==> src/rtl/data_memory_if.sv <==
// data_memory_if: request/response bus between the load/store stage and data_memory
interface data_memory_if #(
   parameter int DATA_W = 32,
   parameter int ADDR_W = 5
);
   logic req;
   logic we;
   logic [ADDR_W-1:0] addr;
   logic [DATA_W-1:0] wdata;
   logic [DATA_W/8-1:0] be;
   logic ready;
   logic rvalid;
   logic [DATA_W-1:0] rdata;
   logic err;
   modport master (output req, we, addr, wdata, be, input ready, rvalid, rdata, err);
   modport slave (input req, we, addr, wdata, be, output ready, rvalid, rdata, err);
endinterface

==> src/rtl/data_memory.sv <==
// data_memory: synchronous byte-enabled data memory with 1-cycle read; define MEM_INIT_EN to preload mem[i] = i after reset
module data_memory #(
   parameter int DATA_W = 32,
   parameter int ADDR_W = 5,
   parameter int DEPTH = 32
) (
   input logic clk,
   input logic rst_n,
   data_memory_if.slave bus
);
   localparam int NB = DATA_W / 8;
   typedef enum logic {INIT, IDLE} state_t;
   state_t state;
   logic [DATA_W-1:0] mem [DEPTH];
   logic acc;
   logic oor;
   assign acc = bus.req && bus.ready;
   assign oor = 32'(bus.addr) >= DEPTH;
`ifdef MEM_INIT_EN
   localparam int CW = $clog2(DEPTH + 1);
   logic [CW-1:0] cnt;
`endif
   always_ff @(posedge clk or negedge rst_n)
      if (!rst_n) begin
         state <= INIT;
`ifdef MEM_INIT_EN
         cnt <= '0;
`endif
         bus.ready <= 1'b0;
         bus.rvalid <= 1'b0;
         bus.rdata <= '0;
         bus.err <= 1'b0;
      end else begin
         bus.rvalid <= acc && !bus.we;
         bus.err <= acc && oor;
         if (acc && !bus.we) bus.rdata <= oor ? '0 : mem[bus.addr];
         if (state == INIT) begin
`ifdef MEM_INIT_EN
            cnt <= cnt + 1'b1;
            if (cnt == CW'(DEPTH - 1)) begin
               state <= IDLE;
               bus.ready <= 1'b1;
            end
`else
            state <= IDLE;
            bus.ready <= 1'b1;
`endif
         end
      end
   // array has no reset; the init walk (when enabled) is its only initialisation
   always_ff @(posedge clk) begin
`ifdef MEM_INIT_EN
      if (state == INIT) mem[ADDR_W'(cnt)] <= DATA_W'(cnt);
`endif
      if (acc && bus.we && !oor)
         for (int k = 0; k < NB; k++)
            if (bus.be[k]) mem[bus.addr][8*k +: 8] <= bus.wdata[8*k +: 8];
   end
endmodule

==> src/flat_wrapper.sv <==
// flat-port wrapper written by rule: the top's interface ports become plain ports
module data_memory_flat 
#(
   parameter int DATA_W = 32,
   parameter int ADDR_W = 5,
   parameter int DEPTH = 32
)
  (clk, rst_n, bus_req, bus_we, bus_addr, bus_wdata, bus_be, bus_ready, bus_rvalid, bus_rdata, bus_err);
  data_memory_if #(.DATA_W(DATA_W), .ADDR_W(ADDR_W)) bus_i ();
  input logic clk;
  input logic rst_n;
  input wire logic [$bits(bus_i.req)-1:0] bus_req;
  input wire logic [$bits(bus_i.we)-1:0] bus_we;
  input wire logic [$bits(bus_i.addr)-1:0] bus_addr;
  input wire logic [$bits(bus_i.wdata)-1:0] bus_wdata;
  input wire logic [$bits(bus_i.be)-1:0] bus_be;
  output wire logic [$bits(bus_i.ready)-1:0] bus_ready;
  output wire logic [$bits(bus_i.rvalid)-1:0] bus_rvalid;
  output wire logic [$bits(bus_i.rdata)-1:0] bus_rdata;
  output wire logic [$bits(bus_i.err)-1:0] bus_err;
  assign bus_i.req = bus_req;
  assign bus_i.we = bus_we;
  assign bus_i.addr = bus_addr;
  assign bus_i.wdata = bus_wdata;
  assign bus_i.be = bus_be;
  assign bus_ready = bus_i.ready;
  assign bus_rvalid = bus_i.rvalid;
  assign bus_rdata = bus_i.rdata;
  assign bus_err = bus_i.err;
  data_memory #(.DATA_W(DATA_W), .ADDR_W(ADDR_W), .DEPTH(DEPTH)) u_core (.clk(clk), .rst_n(rst_n), .bus(bus_i));
endmodule
==> config.mk <==
export PLATFORM = sky130hd
export DESIGN_NAME = data_memory_flat
export DESIGN_NICKNAME = d
export VERILOG_FILES = /design/src/rtl/data_memory_if.sv /design/src/rtl/data_memory.sv /design/src/flat_wrapper.sv
export SDC_FILE = /design/constraint.sdc
export NUM_CORES = 1
export LEC_CHECK = 0
export BUFFER_PORTS_ARGS = -buffer_cell sky130_fd_sc_hd__buf_2
export CAP_MARGIN = 20
export CORE_UTILIZATION = 30
export CTS_BUF_LIST = sky130_fd_sc_hd__clkbuf_8
export CTS_CLUSTER_SIZE = 25
export DETAILED_ROUTE_END_ITERATION = 16
export GPL_TIMING_DRIVEN = 0
export PLACE_DENSITY = 0.43
export SYNTH_ARGS = -nofsm -noshare
export SYNTH_HDL_FRONTEND = slang
export SYNTH_SLANG_ARGS = --single-unit
==> constraint.sdc <==
create_clock -name clk -period 2.11 [get_ports clk]
set_input_delay 0.633 -clock clk [delete_from_list [all_inputs] [get_ports clk]]
set_output_delay 0.633 -clock clk [all_outputs]
set_load 0.03 [all_outputs]
==> flow_summary_export.csv, run 1 <==
group,metric,value,unit
outcome,status,"finished with violations",
outcome,violations,"setup timing",
synth,ys_ff_latch,1059,
global_route,met3_usage,0.0528,
synth,yosysSeqAreaShare,0.768,
placement,gp_congestion,0.848,
worst_setup_path,criticalPathCategory,"primary input to flip-flop",
placement,dp_hpwl,99.1,mm
synth,yosys_most_used_dff,"edfxtp_1",
finish,postLayoutCellArea,51600,um2
drt,vias_per_cell,5.13,
floorplanning,ios,80,
worst_setup_path,cp-end-kind,"flip-flop",
synth,ys_warn_count,0,
synth,syn_avg_cell_area,19.3,um2
synth,synth-compound-area-share,0.0309,
worst_setup_path,worstRegToRegCells,7,
synth,synthAdderAreaFrac,0,
global_route,grt_max_degree,36,
finish,nFillCells,12572,
clock_network,clk_latency,0.90,ns
sta,rsz0062_at_grt,"true",
synth,synth_cells,2128,
clock_network,ctsLongestPathBuffers,3,
global_route,grt_usage,0.220,
synth,synth_edf_count,1024,
floorplanning,die_h,372,um
sta,fin_crit,2.17,ns
pwr,p_leak,17.1,nW
synth,muxShareOfSynthArea,0.142,
finish,area_growth,25.4,%
sta,hold_viol,0,
sta,slew_headroom,0.248,
synth,synth_area_leaders,"edfxtp_1 75%, mux4_2 8.7%, mux2i_1 5.2%",
placement,dp_slack,-2.24,ns
synth,synth_xor_area_frac,0,
clock_network,cts_buffers,182,
pwr,report.power.total,0.0445,W
global_route,grt_pass1_wl,202,mm
synth,yosys.area_share.simple,0.0413,
floorplanning,die-area,139000,um2
finish,final_nets,2612,
drt,drtIter0Drc,2531,
worst_setup_path,r2r_start,"u_core.bus.ready",
worst_setup_path,reg2reg_setup_slack,0.02,ns
synth,synth.distinct_cells,53,
drt,routedWlPerCell,33.6,um
drt,drtPass1Iterations,5,
worst_setup_path,cp-startpoint,"bus_addr[2]",
global_route,overflow,0,
floorplanning,dieWidth,372,um
worst_setup_path,cp-endpoint,"u_core.bus.rdata[7]",
sta,fmax,0.462,GHz
pwr,p_per_area,862,nW/um2
worst_setup_path,critPathArrivalTime,2.90,ns
synth,syn-num-nets,2173,
flow_run,max-cap-violations,0,
worst_setup_path,cp-start-kind,"primary input",
clock_network,cts_root_buffer,"clkbuf_8",
drt,vias,23101,
clock_network,cts.clk_slew.worst_paths,0.06,ns
global_route,antenna_found_initial,15,
worst_setup_path,r2r_end,"u_core.bus.rdata[7]",
synth,synth_top_family_by_area,"multiplexers",
global_route,grt_pass1_vias,23990,
worst_setup_path,crit_required,2.85,ns
sta,fin_ws,-0.0560,ns
clock_network,cts_tree,"done",
global_route,grt_util_met2,0.353,
clock_network,cts_sinks,1059,
drt,drc_errors,0,
clock_network,htree_levels,4,
sta,tightest_slew,1.13,ns
finish,drive_gt1_frac,0.358,
finish,layout_common_cells,"1024 x edfxtp_1, 215 x mux2i_1, 200 x clkbuf_8",
placement,io_buffers,77,
drt,routed_wl,151,mm
sta,finalSetupViolations,88,
finish,layout_commonest_cell,"edfxtp_1",
sta,slew_viol_final,0,
global_route,grt_use_met1,0.289,
placement,placed_cell_area,45000,um2
min_path,hp-class,"primary input to flip-flop",
global_route,grt.busiest_layer,"met2",
sta,skew,0.0401,ns
floorplanning,num_rows,135,
synth,synth.cell_area,41200,um2
synth,yosysTopAreaCellShare,0.747,
worst_setup_path,path_max_fanout,10,
floorplanning,start_util,0.303,
synth,ys_async_sr_fraction,0.0331,
drt,postRouteAntennaNets,0,
floorplanning,core,136000,um2
pwr,peakVddDrop,0.000603,V
synth,synth_top_area_cell,"edfxtp_1",
sta,period_share,1.03,
-- metal layers --
| metal | part of all wire | vias to the layer above | wire [um] |
|---|---|---|---|
| met2 | 0.47 | 991 | 71400 |
| met5 | 0.000086 | - | 13 |
| met4 | 0.035 | 2 | 5340 |
| li1 | - | 9577 | - |
| met1 | 0.42 | 12248 | 62900 |
| met3 | 0.077 | 283 | 11700 |
-- synth_stat cells (9+ instances only) --
| cell type | count |
|---|---|
| o32a_1 | 10 |
| buf_6 | 19 |
| buf_4 | 24 |
| nand3_1 | 26 |
| mux2i_1 | 215 |
| nor2_1 | 223 |
| clkbuf_1 | 37 |
| nor3_1 | 12 |
| mux4_2 | 159 |
| o21ai_0 | 12 |
| o22ai_1 | 56 |
| nand2_1 | 56 |
| dfrtp_1 | 35 |
| a41oi_1 | 19 |
| edfxtp_1 | 1024 |
| buf_2 | 35 |
| nor4_1 | 16 |
| or2_1 | 10 |
| a21oi_1 | 16 |
| o211a_1 | 9 |
| a22oi_1 | 33 |
-- where the power goes --
group          switching (W)  internal [W]  total, W  leakage, nW
clock network        0.00856       0.00918    0.0177         1.93
logic                0.00226       0.00113   0.00340         5.60
registers           0.000148        0.0232    0.0234         9.58
total                 0.0110        0.0335    0.0445         17.1
-- stage by stage --
step / utilization / std cells / setup TNS (ns) / hold slack [ns]
after global routing: 0.380 / 4498 / -1.72 / 0.244
after floorplan: - / 2128 / -80.81 / 0.337
final: 0.380 / 4500 / -1.19 / 0.286
after global placement: 0.329 / 3986 / -1571.73 / 0.401
after CTS: 0.378 / 4486 / -2.57 / 0.187
after detailed placement: 0.332 / 4001 / -1547.58 / 0.412
-- what timing repair did --
action | in CTS | in global routing
endpoints found under the hold margin | 35 | 0
setup buffers | 155 | 11
gates resized for setup | 245 | 32
pin swaps | 105 | 17
hold buffers | 1 | 0
endpoints found under the setup margin | 1075 | 208
-- layout make-up --
class	instances	area, um2	area share
Tap cell	1781	2230	0.0432
Timing Repair Buffer	259	3090	0.0599
Antenna cell	4	10.0	0.000194
Clock inverter	139	758	0.0147
Buffer	115	1000	0.0194
Clock buffer	193	2660	0.0515
Multi-Input combinational cell	948	10200	0.198
Inverter	2	10.0	0.000194
Sequential cell	1059	31600	0.613
-- worst min-delay path by stage --
stage,startpoint,endpoint,slack (ns),cells after the start
5_1_grt,bus_wdata[0],u_core.mem[12][0],0.24,1
3_5_place_dp,u_core.state,u_core.bus.ready,0.41,1
4_1_cts,bus_wdata[0],u_core.mem[15][0],0.19,1
6_report,bus_wdata[0],u_core.mem[12][0],0.29,1
2_1_floorplan,rst_n,u_core.bus.rdata[0],0.34,0
3_3_place_gp,u_core.state,u_core.bus.ready,0.40,1
-- cell families after synthesis --
logic type             after synthesis
other                                2
buffers and inverters              121
AOI/OAI and AO/OA                  178
DFF                               1059
muxes                              383
and+or+nand+nor                    385
-- sequential cells by signal, summed over array words and instances (netlist names) --
register / flops
u_core.bus.rdata: 32
u_core.bus.rvalid: 1
u_core.bus.ready: 1
u_core.state: 1
u_core.mem: 1024
-- critical path, cell delays in order --
cell and delay, ns:
buf_2 0.18, buf_2 0.23, nand4_1 0.14, clkdlybuf4s15_1 0.72, o22ai_1 0.23, nor4_4 0.57, a41oi_2 0.17
Power figures use the tool's default switching activity.
==> inputs of run 2 (changes only) <==
--- a/config.mk
+++ b/config.mk
@@ -5,14 +5,17 @@
 export SDC_FILE = /design/constraint.sdc
 export NUM_CORES = 1
 export LEC_CHECK = 0
+export ABC_CLOCK_PERIOD_IN_PS = 2110
 export BUFFER_PORTS_ARGS = -buffer_cell sky130_fd_sc_hd__buf_2
 export CAP_MARGIN = 20
+export CORE_ASPECT_RATIO = 0.8
 export CORE_UTILIZATION = 30
 export CTS_BUF_LIST = sky130_fd_sc_hd__clkbuf_8
 export CTS_CLUSTER_SIZE = 25
 export DETAILED_ROUTE_END_ITERATION = 16
 export GPL_TIMING_DRIVEN = 0
 export PLACE_DENSITY = 0.43
+export RECOVER_POWER = 100
 export SYNTH_ARGS = -nofsm -noshare
 export SYNTH_HDL_FRONTEND = slang
 export SYNTH_SLANG_ARGS = --single-unit
==> flow_summary_export.csv, run 2 (synthesized netlist as in run 1, its figures left out) <==
group,metric,value,unit
drt,routed_wl,153,mm
clock_network,cts_tree,"done",
clock_network,cts.clk_slew.worst_paths,0.06,ns
pwr,p_leak,16.7,nW
sta,rsz0062_at_grt,"true",
sta,slew_viol_final,927,
worst_setup_path,path_depth,8,
outcome,violations,"capacitance limit, slew limit, setup timing",
floorplanning,die-area,139000,um2
floorplanning,num_rows,121,
sta,slew_headroom,-0.234,
sta,fin_crit,2.22,ns
worst_setup_path,worstRegToRegCells,7,
finish,largest_reg_flops,1024,
drt,drtIter0Drc,2908,
worst_setup_path,reg2reg_setup_slack,0,ns
clock_network,cts_root_buffer,"clkbuf_8",
drt,drc_errors,0,
worst_setup_path,r2r_start,"u_core.bus.ready",
floorplanning,dieWidth,416,um
clock_network,htree_levels,4,
worst_setup_path,critPathTopFamily,"buffers and inverters",
finish,nFillCells,12722,
outcome,status,"finished with violations",
global_route,grt_max_degree,36,
drt,drtPass1Iterations,5,
worst_setup_path,r2r_end,"u_core.bus.rdata[4]",
finish,postLayoutCoreUtil,0.369,
floorplanning,start_util,0.303,
sta,fmax,0.451,GHz
clock_network,cts_buffers,170,
clock_network,clk_latency,0.90,ns
worst_setup_path,cpMaxStageDelayCell,"buf_4",
global_route,grt_pass1_wl,204,mm
min_path,holdPathStages,1,
flow_run,max-cap-violations,29,
sta,fin_ws,-0.107,ns
sta,fin_tns_setup,-23.29,ns
pwr,peakVddDrop,0.000647,V
drt,vias_per_cell,5.26,
clock_network,cts_sinks,1059,
global_route,grt_pass1_vias,23875,
placement,dp_hpwl,102,mm
drt,vias,23446,
floorplanning,ios,80,
sta,hold_viol,0,
min_path,hold_start,"u_core.state",
finish,drive_gt1_frac,0.324,
worst_setup_path,critPathArrivalTime,2.85,ns
sta,tightest_slew,1.85,ns
finish,layout_common_cells,"1024 x edfxtp_1, 214 x mux2i_1, 185 x clkbuf_8",
clock_network,ctsLongestPathBuffers,3,
worst_setup_path,cpMostUsedCell,"buf_4",
global_route,antenna_found_initial,7,
worst_setup_path,cp-endpoint,"u_core.mem[5][15]",
worst_setup_path,cp-startpoint,"bus_addr[1]",
placement,dp_slack,-2.24,ns
floorplanning,core,136000,um2
worst_setup_path,crit_chain,"clkbuf_2, buf_4, buf_4, buf_4, and2b_4, nand2_4, nor2_4, buf_12",
finish,top_regs,"u_core.mem: 1024 flops, u_core.bus.rdata: 32 flops",
worst_setup_path,criticalPathCategory,"primary input to flip-flop",
global_route,overflow,0,
global_route,grt_usage,0.220,
sta,period_share,1.05,
placement,gp_congestion,0.854,
worst_setup_path,path_max_fanout,10,
drt,routedWlPerCell,34.3,um
worst_setup_path,cp-end-kind,"flip-flop",
worst_setup_path,cpPeakStageDelay,0.44,ns
finish,area_growth,21.8,%
finish,largest_register,"u_core.mem",
pwr,p_per_area,870,nW/um2
worst_setup_path,crit_required,2.74,ns
placement,io_buffers,77,
floorplanning,die_h,333,um
worst_setup_path,cp-start-kind,"primary input",
finish,layout_commonest_cell,"edfxtp_1",
min_path,hp-class,"flip-flop to flip-flop",
drt,postRouteAntennaNets,0,
worst_setup_path,crit_buf_inv,5,
finish,final_nets,2581,
sta,finalSetupViolations,616,
sta,skew,0.0360,ns
run 2: worst min path at each step:
stage,end
after floorplan,u_core.bus.rdata[0]
after global placement,u_core.bus.ready
after detailed placement,u_core.bus.ready
after CTS,u_core.bus.rdata[18]
after global routing,u_core.mem[29][29]
final,u_core.bus.ready
run 2: what timing repair did:
action                     in CTS  in global routing
hold endpoints to repair       35                  0
pin swaps                     100                 18
gates cloned                    0                  0
gates resized for setup       251                 65
setup endpoints to repair    1067                363
hold buffers                    1                  0
buffers inserted              130                 15
run 2: metal layers:
layer  vias to the layer above  wire length [um]  GRT usage
met5                         -                46          0
met3                       221             12700     0.0511
met1                     12593             67300      0.306
met4                         6              4000     0.0672
li1                       9495                 -          -
met2                      1131             69100      0.340
run 2: layout make-up:
cell class	instances	area, um2	area share
sequential	1059	31600	0.631
clock buffer	180	2480	0.0494
multi-input combinational	948	9710	0.194
tap	1783	2230	0.0445
clock inverter	131	699	0.0139
buffer	115	1050	0.0210
inverter	2	7.51	0.000150
antenna	3	7.51	0.000150
timing repair buffer	240	2340	0.0466
run 2: power by group:
group / internal, W / switching [W] / leakage [nW]
clock network: 0.00851 / 0.00842 / 1.82
logic: 0.00109 / 0.00226 / 5.31
registers: 0.0232 / 0.000156 / 9.58
total: 0.0328 / 0.0108 / 16.7
run 2: per-stage QoR:
stage / power, W / std cells / hold WS, ns / area [um2]
2_1_floorplan: 0.0252 / 2128 / 0.337 / 42100
3_3_place_gp: 0.0268 / 3988 / 0.398 / 44700
3_5_place_dp: 0.0269 / 4005 / 0.405 / 45100
4_1_cts: 0.0441 / 4444 / 0.204 / 51000
5_1_grt: 0.0450 / 4459 / 0.389 / 50200
6_report: 0.0437 / 4461 / 0.407 / 50200
